$ cat src/rtl/key_pkg.sv
// Shared types and sizes for the keypad front-end.
package key_pkg;
    localparam int KEY_W = 4;
    localparam int NKEYS = 16;

    typedef enum logic [1:0] {
        KS_IDLE,
        KS_WAIT_PRESS,
        KS_HELD,
        KS_WAIT_RELEASE
    } key_state_e;
endpackage

$ cat src/rtl/key_fifo.sv
// Show-ahead event FIFO; head data reads 0 when empty. A push while full is
// accepted only if a pop frees the head slot in the same cycle.
module key_fifo #(
    parameter int DEPTH = 4,
    parameter int W     = 4
) (
    input  logic                     clock,
    input  logic                     reset,
    input  logic                     push_i,
    input  logic                     pop_i,
    input  logic [W-1:0]             din_i,
    output logic [W-1:0]             dout_o,
    output logic                     empty_o,
    output logic                     full_o,
    output logic [$clog2(DEPTH):0]   count_o
);
    localparam int AW = $clog2(DEPTH);
    localparam logic [AW:0] FULL_CNT = (AW+1)'(DEPTH);

    logic [DEPTH-1:0][W-1:0] mem_q;
    logic [AW-1:0]           wr_q, wr_d, rd_q, rd_d;
    logic [AW:0]             count_q, count_d;
    logic                    do_push, do_pop;

    assign empty_o = (count_q == '0);
    assign full_o  = (count_q == FULL_CNT);
    assign count_o = count_q;
    assign dout_o  = empty_o ? '0 : mem_q[rd_q];

    assign do_pop  = pop_i & ~empty_o;
    assign do_push = push_i & (~full_o | do_pop);

    always_comb begin
        wr_d    = wr_q;
        rd_d    = rd_q;
        count_d = count_q;
        if (do_push) wr_d = wr_q + AW'(1);
        if (do_pop)  rd_d = rd_q + AW'(1);
        unique case ({do_push, do_pop})
            2'b10:   count_d = count_q + (AW+1)'(1);
            2'b01:   count_d = count_q - (AW+1)'(1);
            default: count_d = count_q;
        endcase
    end

    always_ff @(posedge clock or negedge reset) begin
        if (!reset) begin
            mem_q   <= '0;
            wr_q    <= '0;
            rd_q    <= '0;
            count_q <= '0;
        end else begin
            if (do_push) mem_q[wr_q] <= din_i;
            wr_q    <= wr_d;
            rd_q    <= rd_d;
            count_q <= count_d;
        end
    end
endmodule

$ cat src/rtl/keyenc.sv
// 16-input priority key encoder; the lowest-numbered pressed key wins.
module keyenc
    import key_pkg::*;
(
    input  logic [NKEYS-1:0] keys,
    output logic             key_in,
    output logic [KEY_W-1:0] key_val
);
    always_comb begin
        key_in  = |keys;
        key_val = '0;
        // Scan high to low so the lowest set bit is the last one written.
        for (int i = NKEYS - 1; i >= 0; i--) begin
            if (keys[i]) key_val = KEY_W'(i);
        end
    end
endmodule

$ cat src/rtl/key_ctrl.sv
// Keypad front-end: 2-flop sync, priority encode, press/release debounce FSM
// producing one event per press, buffered in a show-ahead FIFO.
module key_ctrl
    import key_pkg::*;
#(
    parameter int DEBOUNCE_CYCLES = 1000,
    parameter int FIFO_DEPTH      = 4
) (
    input  logic             clock,
    input  logic             reset,
    input  logic [NKEYS-1:0] keys,
    input  logic             key_ack,
    input  logic             clear_ovf,
    output logic             key_valid,
    output logic [KEY_W-1:0] key_code,
    output logic             overflow,
    output logic             busy
);
    localparam int CW = $clog2(DEBOUNCE_CYCLES + 1);
    localparam int FCW = $clog2(FIFO_DEPTH) + 1;
    localparam logic [CW-1:0]  CNT_LAST  = CW'(DEBOUNCE_CYCLES - 1);
    localparam logic [CW-1:0]  CNT_ONE   = CW'(1);
    localparam logic [FCW-1:0] DEPTH_CNT = FCW'(FIFO_DEPTH);

    logic [NKEYS-1:0] sync1_q, sync2_q;
    logic             any;
    logic [KEY_W-1:0] val;

    key_state_e       state_q, state_d;
    logic [CW-1:0]    cnt_q, cnt_d;
    logic [KEY_W-1:0] cand_q, cand_d;
    logic             push;

    logic             pop, fifo_empty, fifo_full, drop;
    logic [FCW-1:0]   fifo_count;
    logic             ovf_q, ovf_d;

    always_ff @(posedge clock or negedge reset) begin
        if (!reset) begin
            sync1_q <= '0;
            sync2_q <= '0;
        end else begin
            sync1_q <= keys;
            sync2_q <= sync1_q;
        end
    end

    keyenc u_enc (
        .keys    (sync2_q),
        .key_in  (any),
        .key_val (val)
    );

    always_comb begin
        state_d = state_q;
        cnt_d   = cnt_q;
        cand_d  = cand_q;
        push    = 1'b0;
        unique case (state_q)
            KS_IDLE: begin
                if (any) begin
                    cand_d  = val;
                    cnt_d   = CNT_ONE;
                    state_d = KS_WAIT_PRESS;
                end
            end
            KS_WAIT_PRESS: begin
                // A changed key aborts to IDLE; it gets re-evaluated next cycle.
                if (!any || val != cand_q) begin
                    state_d = KS_IDLE;
                end else if (cnt_q == CNT_LAST) begin
                    push    = 1'b1;
                    state_d = KS_HELD;
                end else begin
                    cnt_d = cnt_q + CNT_ONE;
                end
            end
            KS_HELD: begin
                if (!any) begin
                    cnt_d   = CNT_ONE;
                    state_d = KS_WAIT_RELEASE;
                end
            end
            KS_WAIT_RELEASE: begin
                if (any) begin
                    state_d = KS_HELD;
                end else if (cnt_q == CNT_LAST) begin
                    state_d = KS_IDLE;
                end else begin
                    cnt_d = cnt_q + CNT_ONE;
                end
            end
            default: state_d = KS_IDLE;
        endcase
    end

    always_ff @(posedge clock or negedge reset) begin
        if (!reset) begin
            state_q <= KS_IDLE;
            cnt_q   <= '0;
            cand_q  <= '0;
        end else begin
            state_q <= state_d;
            cnt_q   <= cnt_d;
            cand_q  <= cand_d;
        end
    end

    assign pop  = key_ack & ~fifo_empty;
    assign drop = push & fifo_full & ~pop;

    key_fifo #(
        .DEPTH (FIFO_DEPTH),
        .W     (KEY_W)
    ) u_fifo (
        .clock   (clock),
        .reset   (reset),
        .push_i  (push),
        .pop_i   (pop),
        .din_i   (cand_q),
        .dout_o  (key_code),
        .empty_o (fifo_empty),
        .full_o  (fifo_full),
        .count_o (fifo_count)
    );

    // Set beats clear when both land in the same cycle.
    always_comb begin
        ovf_d = ovf_q;
        if (clear_ovf) ovf_d = 1'b0;
        if (drop)      ovf_d = 1'b1;
    end

    always_ff @(posedge clock or negedge reset) begin
        if (!reset) ovf_q <= 1'b0;
        else        ovf_q <= ovf_d;
    end

    assign key_valid = ~fifo_empty;
    assign overflow  = ovf_q;
    assign busy      = (state_q != KS_IDLE);

    a_count_bound: assert property (@(posedge clock) disable iff (!reset)
        fifo_count <= DEPTH_CNT);
endmodule

$ cat config.mk
export PLATFORM = sky130hd
export DESIGN_NAME = key_ctrl
export DESIGN_NICKNAME = d
export VERILOG_FILES = /design/src/rtl/key_pkg.sv /design/src/rtl/key_fifo.sv /design/src/rtl/keyenc.sv /design/src/rtl/key_ctrl.sv
export SDC_FILE = /design/constraint.sdc
export NUM_CORES = 1
export LEC_CHECK = 0
export BUFFER_PORTS_ARGS = -buffer_cell sky130_fd_sc_hd__clkbuf_2
export CAP_MARGIN = 20
export CORE_MARGIN = 1.5
export CORE_UTILIZATION = 53
export DETAILED_ROUTE_END_ITERATION = 7
export HOLD_SLACK_MARGIN = 0.08
export PLACE_DENSITY = 0.74
export SLEW_MARGIN = 20
export SYNTH_ARGS = -nofsm -noshare
export SYNTH_HDL_FRONTEND = slang
export SYNTH_SLANG_ARGS = --single-unit
$ cat constraint.sdc
create_clock -name clock -period 3.2 [get_ports clock]
set_input_delay 0 -clock clock [delete_from_list [all_inputs] [get_ports clock]]
set_output_delay 0 -clock clock [all_outputs]
set_load 0.01 [all_outputs]
==> flow_summary.ini, run 1 <==
[critical_path]
cp_data_required_time_ps = 3410
slowest_library_cell_on_the_worst_path = sky130_fd_sc_hd__or3b_1
worstSetupStartpoint = sync2_q[14]
capturing_instance_or_port_of_the_critical_path = u_fifo.count_o[2]
critical_path.most_common_cell = sky130_fd_sc_hd__xor2_1
rr_worst_depth = 13
regToRegSetupSlack_ps = 90
cell_chain_of_the_critical_path = nand2b_1 > a221oi_2 > o21bai_1 > a2111o_1 > o221a_4 > or2_2 > or3b_1 > ha_2 > inv_2 > fa_1 > xor2_1 > nor2_1 > xor2_1
critPathMaxFanout = 3
cp_data_arrival_time_ps = 3320
setup.worst_path.class = reg -> reg
r2r-start = sync2_q[14]
setup.worst_path.end_class = register
r2r_endpoint = u_fifo.count_o[2]
setup.worst_path.start_class = register
critPathMaxStageDelay_ps = 390

[placement]
routabilityCongestion = 0.866
numPortBuffers = 26
detailed_place_hpwl_um = 3680
dpl-instance-area_sq_um = 3440

[routing]
via_count = 2085
route.detailed.wl_per_inst_um = 14.2
antenna_nets_post_route = 0
detail_route.iter0.violations = 91
wirelength_um = 5590
detailedRoute.firstPassIterationCount = 4
residual_drc = 0
detail_route.vias_per_cell = 5.28

[power]
seq_power_share_pct = 46.6
static-leakage-power_nw = 1.79
max-vdd-ir-drop_mv = 0.387
p_sw_share_pct = 29.6
power.switching_mw = 0.737
p_int_mw = 1.76
power_frac_comb_pct = 21.2
power_density_nw_per_um2 = 635
clock_power_share_pct = 32.3

[finish]
most_common_cell_after_layout_fill_and_taps_aside = sky130_fd_sc_hd__dfrtp_1
area.growth.synth_to_final_pct = 23.8
finish.instance_area_sq_um = 3920
mostFrequentLayoutCells = 72 x sky130_fd_sc_hd__dfrtp_1, 25 x sky130_fd_sc_hd__clkbuf_2, 22 x sky130_fd_sc_hd__nor2_1
layout-drive-gt1-share_pct = 30.3
diodes = 0
final_nets = 345

[clock_tree]
clk_lat_worst_skew_ps = 340
cts_tree = yes
root_buffer = sky130_fd_sc_hd__clkbuf_8
clock_path_buffers = 2
ctsHtreeMaxLevel = 3
cts_num_sinks = 72
clkSlewWorstSetupHoldPaths_ps = 70
tritoncts.num_buffers = 9

[die]
die_height_um = 80.3
num_rows = 27
io-pin-count = 27
design.core.area_sq_um = 5640
horizontal_die_dimension_um = 80.3
effective_utilization_at_floorplan_pct = 56.2
dieArea_sq_um = 6460

[yosys]
syn-num-nets = 278
ys_top_cells_by_area = sky130_fd_sc_hd__dfrtp_1 57%, sky130_fd_sc_hd__mux2_4 7.6%, sky130_fd_sc_hd__mux4_2 2.8%
count_of_flip_flops_with_a_built_in_enable_after_synthesis = 0
postSynth.asyncResetShare_pct = 100
cells_after_synth = 251
syn-cell-area_sq_um = 3170
postSynthRegisterBits = 72
synth.avg_cell_area_sq_um = 12.6
post-synth-top-area-fraction_pct = 56.8
yosysSeqAreaShare_pct = 56.8
synth-main-ff-cell = sky130_fd_sc_hd__dfrtp_1
synth.distinct_cells = 53
yosys_warnings = 0
synthDominantAreaCellType = sky130_fd_sc_hd__dfrtp_1

[timing]
maxSlewViolCount = 0
report.final.hold_viol_count = 0
final_period_minus_worst_setup_slack_ps = 3110
rsz0062_at_grt = yes
layout_worst_path_cycle_share_pct = 97.2
skew_ps = 5.84
report.final.setup_viol = 0
tightestPinTransition_ps = 638
whs_ps = 186
slew_headroom_pct = 57.3
max_freq_mhz = 322

[run]
cap_viol_max_count = 0

[grt]
antenna_violations_before_repair = 0
first_global_vias = 2137
grt_first_pass_wirelength_um = 9560
grt_start_max_net_pins = 46
grt_util_all_layers_pct = 20.1
grt_overflow = 0

[hold_path]
hold_path.class = in -> async

[status]
status = finished, final reports clean
==> worst min path at each step <==
stage	end	slack [ps]	depth (start not counted)	startpoint
6_report	u_fifo.mem_q[1]	190	2	reset
5_1_grt	u_fifo.mem_q[1]	240	2	reset
4_1_cts	sync1_q[13]	280	2	keys[13]
3_5_place_dp	sync1_q[0]	110	1	keys[0]
3_3_place_gp	sync1_q[6]	110	1	keys[6]
2_1_floorplan	cand_q[0]	-300	0	reset
==> routing by layer <==
| metal | track usage, % | part of all wire (%) | vias to the layer above |
|---|---|---|---|
| li1 | - | - | 1025 |
| met1 | 24.3 | 46 | 1010 |
| met2 | 33.4 | 49 | 37 |
| met3 | 4.66 | 2.7 | 13 |
| met4 | 10.5 | 2.5 | 0 |
| met5 | 0 | 0 | - |
==> kinds of logic after synthesis <==
| logic type | Yosys count | share of synthesized area [%] |
|---|---|---|
| mux | 23 | 11.4 |
| compound gates | 42 | 9.83 |
| simple gates | 80 | 14.2 |
| flops | 72 | 56.8 |
| buf+inv | 18 | 2.21 |
| xor+xnor | 9 | 2.49 |
| fa+ha+maj | 7 | 3.00 |
==> worst max-delay path, delay by kind of cell (launching register included) <==
kind | cells | cell delay, ps
compound gates | 4 | 990
xor+xnor | 2 | 290
fa+ha+maj | 2 | 360
buf+inv | 1 | 50
flops | 1 | 370
simple gates | 4 | 910
==> registers in the layout, summed over array words and instances, names as in the netlist <==
register	count
cand_q	4
cnt_q	10
overflow	1
state_q	2
sync1_q	16
sync2_q	16
u_fifo.count_o	3
u_fifo.mem_q	16
u_fifo.rd_q	2
u_fifo.wr_q	2
==> layout make-up <==
class	count	area, sq um
Inverter	14	52.6
Sequential cell	72	1800
Tap cell	72	90.1
Multi-Input combinational cell	161	1310
Timing Repair Buffer	60	435
Fill cell	404	1720
Clock inverter	4	76.3
Clock buffer	12	155
==> repair_timing <==
action                                  CTS  global route
gates resized for setup                   1             4
hold buffers                             19             0
hold endpoints to repair                 62             0
buffers inserted                          2             4
endpoints found under the setup margin    1             2
pin swaps                                 2             2
==> synthesized netlist by cell type (2+ instances only) <==
master and n:
sky130_fd_sc_hd__a21o_1 2, sky130_fd_sc_hd__nand3_1 4, sky130_fd_sc_hd__xnor2_1 3, sky130_fd_sc_hd__mux2_4 16, sky130_fd_sc_hd__xor2_1 6, sky130_fd_sc_hd__nand2b_1 3
sky130_fd_sc_hd__clkbuf_1 2, sky130_fd_sc_hd__buf_2 2, sky130_fd_sc_hd__and2_4 4, sky130_fd_sc_hd__nand2_1 15, sky130_fd_sc_hd__or4_1 2, sky130_fd_sc_hd__mux2_2 2
sky130_fd_sc_hd__and2_1 5, sky130_fd_sc_hd__o31ai_1 2, sky130_fd_sc_hd__and3_1 2, sky130_fd_sc_hd__mux4_2 4, sky130_fd_sc_hd__nor4_2 2, sky130_fd_sc_hd__o21ai_0 4
sky130_fd_sc_hd__o21bai_1 2, sky130_fd_sc_hd__ha_1 6, sky130_fd_sc_hd__nor2b_1 5, sky130_fd_sc_hd__inv_1 14, sky130_fd_sc_hd__nor4_1 4, sky130_fd_sc_hd__a31o_2 3
sky130_fd_sc_hd__dfrtp_1 72, sky130_fd_sc_hd__nor2_1 23, sky130_fd_sc_hd__a21oi_1 14, sky130_fd_sc_hd__or3_1 3
==> through the flow <==
stage	setup TNS, ps	cells	setup WS (ps)	util (%)	total power [mW]
finish	0	395	91.0	69.5	2.49
global route	-67.9	395	-63.0	69.5	2.64
CTS	0	391	8.48	68.8	2.50
detailed placement	0	354	7.07	61.0	1.67
global placement	0	354	81.4	61.0	1.64
floorplan	0	251	124	-	1.50
==> power groups by stage <==
stage / Clock, mW / Sequential (mW) / Combinational [mW]
2_1_floorplan: 0 / 1.11 / 0.392
3_3_place_gp: 0 / 1.17 / 0.468
3_5_place_dp: 0 / 1.18 / 0.487
4_1_cts: 0.825 / 1.16 / 0.515
5_1_grt: 0.867 / 1.18 / 0.591
6_report: 0.804 / 1.16 / 0.527
Power figures use the tool's default switching activity.
==> run 2: changes to the inputs <==
--- a/config.mk
+++ b/config.mk
@@ -7,8 +7,10 @@
 export LEC_CHECK = 0
 export BUFFER_PORTS_ARGS = -buffer_cell sky130_fd_sc_hd__clkbuf_2
 export CAP_MARGIN = 20
+export CELL_PAD_IN_SITES_DETAIL_PLACEMENT = 2
+export CELL_PAD_IN_SITES_GLOBAL_PLACEMENT = 2
 export CORE_MARGIN = 1.5
-export CORE_UTILIZATION = 53
+export CORE_UTILIZATION = 37
 export DETAILED_ROUTE_END_ITERATION = 7
 export HOLD_SLACK_MARGIN = 0.08
 export PLACE_DENSITY = 0.74
==> run 2 against run 1 <==
Net effect:
- worst setup slack improved by 10 ps
- clock skew up 8.8 ps
- critical path depth is the same
- largest cell class unchanged
- worst hold slack better by 99 ps
- cell count rose by 10%
- die area up 41%
- count of clock-buffer cells in the layout decreased by 3
- register-to-register slack is essentially flat
==> flow_summary.ini, run 2 (synthesis results as in run 1) <==
[status]
status = finished, final reports clean

[critical_path]
cp_data_arrival_time_ps = 3340
critPathMaxFanout = 3
setup.worst_path.class = reg -> reg
cp_data_required_time_ps = 3440
setup.worst_path.start_class = register
regToRegSetupSlack_ps = 100
setup.worst_path.end_class = register

[finish]
final.fill_count = 820
final_core_utilization_pct = 48.9
mostFrequentLayoutCells = 71 x sky130_fd_sc_hd__dfrtp_1, 25 x sky130_fd_sc_hd__clkbuf_2, 22 x sky130_fd_sc_hd__nor2_1
multiInputGateArea_sq_um = 1360
ff_latch_area_sq_um = 1800
layout-drive-gt1-share_pct = 33.9
final_nets = 352
most_common_cell_after_layout_fill_and_taps_aside = sky130_fd_sc_hd__dfrtp_1
diodes = 0
area.growth.synth_to_final_pct = 27.3
layout_top_registers = sync1_q (16), sync2_q (16), u_fifo.mem_q (16)

[power]
max-vdd-ir-drop_mv = 0.442
fin_total_pwr_mw = 2.52
static-leakage-power_nw = 1.82
power_density_nw_per_um2 = 625

[routing]
detailedRoute.firstPassIterationCount = 4
via_count = 2196
detail_route.vias_per_cell = 5.05
wirelength_um = 7460
detail_route.iter0.violations = 36
route.detailed.wl_per_inst_um = 17.1
antenna_nets_post_route = 0
residual_drc = 0

[die]
die_height_um = 95.6
design.core.area_sq_um = 8260
dieArea_sq_um = 9130
io-pin-count = 27
horizontal_die_dimension_um = 95.6
effective_utilization_at_floorplan_pct = 38.4
num_rows = 33

[clock_tree]
cts_tree = yes
clk_lat_worst_skew_ps = 360
ctsHtreeMaxLevel = 3
clkSlewWorstSetupHoldPaths_ps = 100
cts_num_sinks = 72
clock_path_buffers = 2
tritoncts.num_buffers = 9
root_buffer = sky130_fd_sc_hd__clkbuf_8

[timing]
report.final.hold_viol_count = 0
max_freq_mhz = 323
sum_neg_setup_slack_ps = 0
rsz0062_at_grt = yes
final_period_minus_worst_setup_slack_ps = 3100
layout_worst_path_cycle_share_pct = 96.8
tightestPinTransition_ps = 957
report.final.setup_viol = 0
slew_headroom_pct = 36.2
skew_ps = 14.6
maxSlewViolCount = 0

[grt]
grt_overflow = 0
grt_util_all_layers_pct = 18.4
grt_start_max_net_pins = 42
first_global_vias = 2464
grt_first_pass_wirelength_um = 12400
antenna_violations_before_repair = 0

[placement]
numPortBuffers = 26
routabilityCongestion = 0.831
detailed_place_hpwl_um = 4880

[hold_path]
hold_path.class = in -> reg

[run]
cap_viol_max_count = 0
[run 2: changes by cell type in the layout (fill, tap and decap cells not counted), moves of 2 or more]
| cell | before | now |
|---|---|---|
| sky130_fd_sc_hd__nor4_1 | 4 | 1 |
| sky130_fd_sc_hd__inv_6 | 0 | 3 |
| sky130_fd_sc_hd__clkbuf_8 | 11 | 9 |
| sky130_fd_sc_hd__nor4_2 | 2 | 5 |
| sky130_fd_sc_hd__buf_4 | 16 | 21 |
[run 2: stage by stage]
| step | std cells | area, sq um | hold WS [ps] | setup slack [ps] |
|---|---|---|---|---|
| 2_1_floorplan | 251 | 3170 | -296 | 124 |
| 3_3_place_gp | 392 | 3520 | 108 | 67.0 |
| 3_5_place_dp | 392 | 3520 | 110 | -25.5 |
| 4_1_cts | 430 | 3950 | 260 | 14.8 |
| 5_1_grt | 435 | 4040 | 272 | -87.9 |
| 6_report | 435 | 4040 | 284 | 101 |
[run 2: final timing paths]
kind,startpoint,end,cells after the start
setup / recovery,sync2_q[11],u_fifo.count_o[2],13
hold / removal,keys[2],sync1_q[2],2
setup reg to reg,sync2_q[11],u_fifo.count_o[2],13
hold reg to reg,sync1_q[8],sync2_q[8],0
max in group asynchronous,reset,sync2_q[5],3
min in group asynchronous,reset,u_fifo.mem_q[6],2
[run 2: critical path, cell delays in order (launching register included)]
cell	delay, ps
sky130_fd_sc_hd__dfrtp_1	440
sky130_fd_sc_hd__nor2_2	150
sky130_fd_sc_hd__a221oi_4	90
sky130_fd_sc_hd__or4_1	410
sky130_fd_sc_hd__a31o_1	240
sky130_fd_sc_hd__o221a_4	270
sky130_fd_sc_hd__or2_4	230
sky130_fd_sc_hd__or3b_1	350
sky130_fd_sc_hd__ha_2	190
sky130_fd_sc_hd__inv_2	60
sky130_fd_sc_hd__fa_2	200
sky130_fd_sc_hd__xor2_1	140
sky130_fd_sc_hd__nor2_1	80
sky130_fd_sc_hd__xor2_1	140
[run 2: where the power goes]
part | leakage [nW] | switching, mW | internal [mW]
sequential | 0.895 | 0.155 | 1.01
clock | 0.103 | 0.402 | 0.375
combinational | 0.825 | 0.293 | 0.282
total | 1.82 | 0.851 | 1.67
[run 2: metal layers]
layer	routed length, um	share of wire (%)	GRT usage [%]
met3	175	2.3	3.51
met2	4060	54	34.2
met4	114	1.5	6.62
met5	0	0	0
met1	3110	42	20.6
[run 2: repair_timing]
action	CTS	global route
pin swaps	2	10
setup buffers	2	5
setup endpoints to repair	2	2
gates resized for setup	3	11
hold endpoints to repair	58	0
hold buffers	20	0
[run 2: layout make-up]
type                       instances  area share, %
clock buffer                       9           3.07
clock inverter                     7           2.08
inverter                          14           1.30
multi-input combinational        161           33.6
sequential                        72           44.7
tap                              105           3.25
timing repair buffer              67           12.1
==> run 3: changes to the inputs <==
--- a/config.mk
+++ b/config.mk
@@ -5,15 +5,17 @@
 export SDC_FILE = /design/constraint.sdc
 export NUM_CORES = 1
 export LEC_CHECK = 0
+export ABC_AREA = 1
 export BUFFER_PORTS_ARGS = -buffer_cell sky130_fd_sc_hd__clkbuf_2
 export CAP_MARGIN = 20
 export CELL_PAD_IN_SITES_DETAIL_PLACEMENT = 2
 export CELL_PAD_IN_SITES_GLOBAL_PLACEMENT = 2
 export CORE_MARGIN = 1.5
-export CORE_UTILIZATION = 37
+export CORE_UTILIZATION = 33
 export DETAILED_ROUTE_END_ITERATION = 7
-export HOLD_SLACK_MARGIN = 0.08
+export HOLD_SLACK_MARGIN = 0.1
 export PLACE_DENSITY = 0.74
+export SKIP_CTS_REPAIR_TIMING = 1
 export SLEW_MARGIN = 20
 export SYNTH_ARGS = -nofsm -noshare
 export SYNTH_HDL_FRONTEND = slang
==> run 3 against run 2 <==
Net effect:
- wire length grew 14%
- cell count grew 31%
- total power grew 8.1%
- final area shrank 1.5%
- largest power group unchanged
- worst hold slack lost 15 ps
- flip-flop and latch count is the same
- global-route usage shrank 0.79 points
- non-clock buffer count shrank 16
- critical endpoint unchanged
==> flow_summary.ini, run 3 <==
[power]
power_frac_comb_pct = 28.7
p_int_mw = 1.73
power.switching_mw = 0.990
seq_power_share_pct = 41.9
clock_power_share_pct = 29.3
p_sw_share_pct = 36.3
max-vdd-ir-drop_mv = 0.327
static-leakage-power_nw = 1.95
power_density_nw_per_um2 = 685

[clock_tree]
root_buffer = sky130_fd_sc_hd__clkbuf_8
clkSlewWorstSetupHoldPaths_ps = 90
cts_num_sinks = 72
clock_path_buffers = 2
clk_lat_worst_skew_ps = 350
tritoncts.num_buffers = 9
ctsHtreeMaxLevel = 3
cts_tree = yes

[timing]
skew_ps = 14.9
report.final.hold_viol_count = 0
slew_headroom_pct = 48.2
layout_setup_ws_ps = 270
layout_worst_path_cycle_share_pct = 91.6
final_period_minus_worst_setup_slack_ps = 2930
maxSlewViolCount = 0
tightestPinTransition_ps = 777
report.final.setup_viol = 0
max_freq_mhz = 341

[critical_path]
cp_data_required_time_ps = 3430
setup.worst_path.end_class = register
regToRegSetupSlack_ps = 270
cp_data_arrival_time_ps = 3160
critPathMaxFanout = 3
rr_worst_depth = 25
r2r_endpoint = u_fifo.count_o[2]
setup.worst_path.start_class = register
r2r-start = sync2_q[14]
setup.worst_path.class = reg -> reg
capturing_instance_or_port_of_the_critical_path = u_fifo.count_o[2]
worstSetupStartpoint = sync2_q[14]

[yosys]
yosys_warnings = 0
synthDominantAreaCellType = sky130_fd_sc_hd__dfrtp_1
synth.avg_cell_area_sq_um = 8.69
syn-cell-area_sq_um = 3260
synth-main-ff-cell = sky130_fd_sc_hd__dfrtp_1
ys_top_cells_by_area = sky130_fd_sc_hd__dfrtp_1 55%, sky130_fd_sc_hd__nand2_1 12%, sky130_fd_sc_hd__inv_1 5.2%
postSynth.asyncResetShare_pct = 100
count_of_flip_flops_with_a_built_in_enable_after_synthesis = 0
post-synth-top-area-fraction_pct = 55.3
cells_after_synth = 375
yosysSeqAreaShare_pct = 55.3
postSynthRegisterBits = 72
synth.distinct_cells = 27
yosys.cell_count.top_type = sky130_fd_sc_hd__nand2_1
syn-num-nets = 402
ys_top_cells_by_count = 102 x sky130_fd_sc_hd__nand2_1, 72 x sky130_fd_sc_hd__dfrtp_1, 45 x sky130_fd_sc_hd__inv_1

[die]
io-pin-count = 27
die_height_um = 102
design.core.area_sq_um = 9680
dieArea_sq_um = 10500
effective_utilization_at_floorplan_pct = 33.7
horizontal_die_dimension_um = 102
num_rows = 36

[grt]
antenna_violations_before_repair = 0
grt_util_all_layers_pct = 17.6
first_global_vias = 2880
grt_overflow = 0
grt_start_max_net_pins = 38
grt_first_pass_wirelength_um = 14100

[finish]
final_core_utilization_pct = 41.1
mostFrequentLayoutCells = 100 x sky130_fd_sc_hd__nand2_1, 72 x sky130_fd_sc_hd__dfrtp_1, 45 x sky130_fd_sc_hd__inv_1
most_common_cell_after_layout_fill_and_taps_aside = sky130_fd_sc_hd__nand2_1
multiInputGateArea_sq_um = 1250
ff_latch_area_sq_um = 1800
final_nets = 457
diodes = 0
layout_top_registers = sync1_q (16), sync2_q (16), u_fifo.mem_q (16)
layoutNonFillerInstCount = 568
layout-drive-gt1-share_pct = 13.6
final.fill_count = 1105
area.growth.synth_to_final_pct = 22.0

[placement]
numPortBuffers = 26
dp.cells = 531
detailed_place_hpwl_um = 5990
dpl_worst_slack_ps = 308
routabilityCongestion = 0.727

[routing]
route.detailed.wl_per_inst_um = 14.9
detail_route.iter0.violations = 46
detailedRoute.firstPassIterationCount = 4
antenna_nets_post_route = 0
residual_drc = 0
detail_route.vias_per_cell = 4.79
via_count = 2722
wirelength_um = 8490

[run]
cap_viol_max_count = 0

[status]
status = finished, final reports clean

[hold_path]
hold_path.class = in -> async
## run 3: cell count changes in the layout (fill, tap and decap cells not counted), sizes merged, moves of 5 or more
cell / before / now
mux2: 18 / 0
nor2b: 5 / 0
and2: 9 / 0
nand2: 15 / 103
nor3: 1 / 7
inv: 18 / 46
nand4: 1 / 24
buf: 22 / 7
o21ai: 4 / 24
nor2: 23 / 43
nand3: 4 / 18
nor4: 6 / 1
## run 3: metal layers
metal  track usage (%)  up-vias  share of wire (%)
li1                  -     1313                  -
met1              20.8     1367                 42
met3              3.21       12                1.8
met5                 0        -                  0
met4              6.95        0                1.7
met2              31.5       30                 54
## run 3: through the flow
step | TNS [ps] | instance area, sq um | hold slack [ps] | total power [mW]
floorplan | 0 | 3260 | -296 | 1.67
global placement | 0 | 3530 | 108 | 1.86
detailed placement | 0 | 3530 | 110 | 1.91
CTS | 0 | 3750 | -270 | 2.73
global route | -92.6 | 3980 | 288 | 2.95
finish | 0 | 3980 | 269 | 2.73
## run 3: worst min path at each step
stage / from / cells past startpoint / end
floorplan: reset / 0 / cand_q[0]
global placement: reset / 1 / sync1_q[15]
detailed placement: keys[10] / 1 / sync1_q[10]
CTS: reset / 1 / sync1_q[15]
global route: keys[12] / 2 / sync1_q[12]
finish: reset / 2 / sync2_q[14]
## run 3: critical path: stages, from the launching register on
cell and delay, ps:
sky130_fd_sc_hd__dfrtp_1 420, sky130_fd_sc_hd__inv_1 80, sky130_fd_sc_hd__nand2_1 50, sky130_fd_sc_hd__nand2_1 70, sky130_fd_sc_hd__nand2_1 70, sky130_fd_sc_hd__nand2_1 70, sky130_fd_sc_hd__nand2_1 50, sky130_fd_sc_hd__nand2_1 50
sky130_fd_sc_hd__nand2_1 40, sky130_fd_sc_hd__nand2_1 50, sky130_fd_sc_hd__nand2_1 50, sky130_fd_sc_hd__nand2_1 70, sky130_fd_sc_hd__nand2_1 50, sky130_fd_sc_hd__nand2_1 70, sky130_fd_sc_hd__nand2_1 60, sky130_fd_sc_hd__nand2_1 130
sky130_fd_sc_hd__nand3_2 130, sky130_fd_sc_hd__nand4_4 140, sky130_fd_sc_hd__nor2_4 50, sky130_fd_sc_hd__nand2_4 70, sky130_fd_sc_hd__ha_1 140, sky130_fd_sc_hd__inv_1 70, sky130_fd_sc_hd__fa_1 380, sky130_fd_sc_hd__a21oi_1 160
sky130_fd_sc_hd__o21ai_0 110, sky130_fd_sc_hd__xor2_1 150
## run 3: cell type report
cell class / instances / area share (%)
flip-flops and latches: 72 / 45.3
multi-input cells: 250 / 31.5
repair buffers: 51 / 9.19
inverters: 46 / 4.34
well taps: 133 / 4.18
clock buffers: 10 / 3.21
clock inverters: 6 / 2.33
## run 3: cells by family after synthesis
family	share of synthesized area, %
flops	55.3
buf+inv	7.06
simple gates	26.6
compound gates	6.22
fa+ha+maj	2.92
xor+xnor	1.88
## run 3: power by group through the flow
stage               registers (mW)  logic (mW)  clock network, mW
floorplan                     1.10       0.562                  0
global placement              1.16       0.704                  0
detailed placement            1.16       0.747                  0
CTS                           1.15       0.757              0.826
global route                  1.17       0.912              0.868
finish                        1.14       0.783              0.799
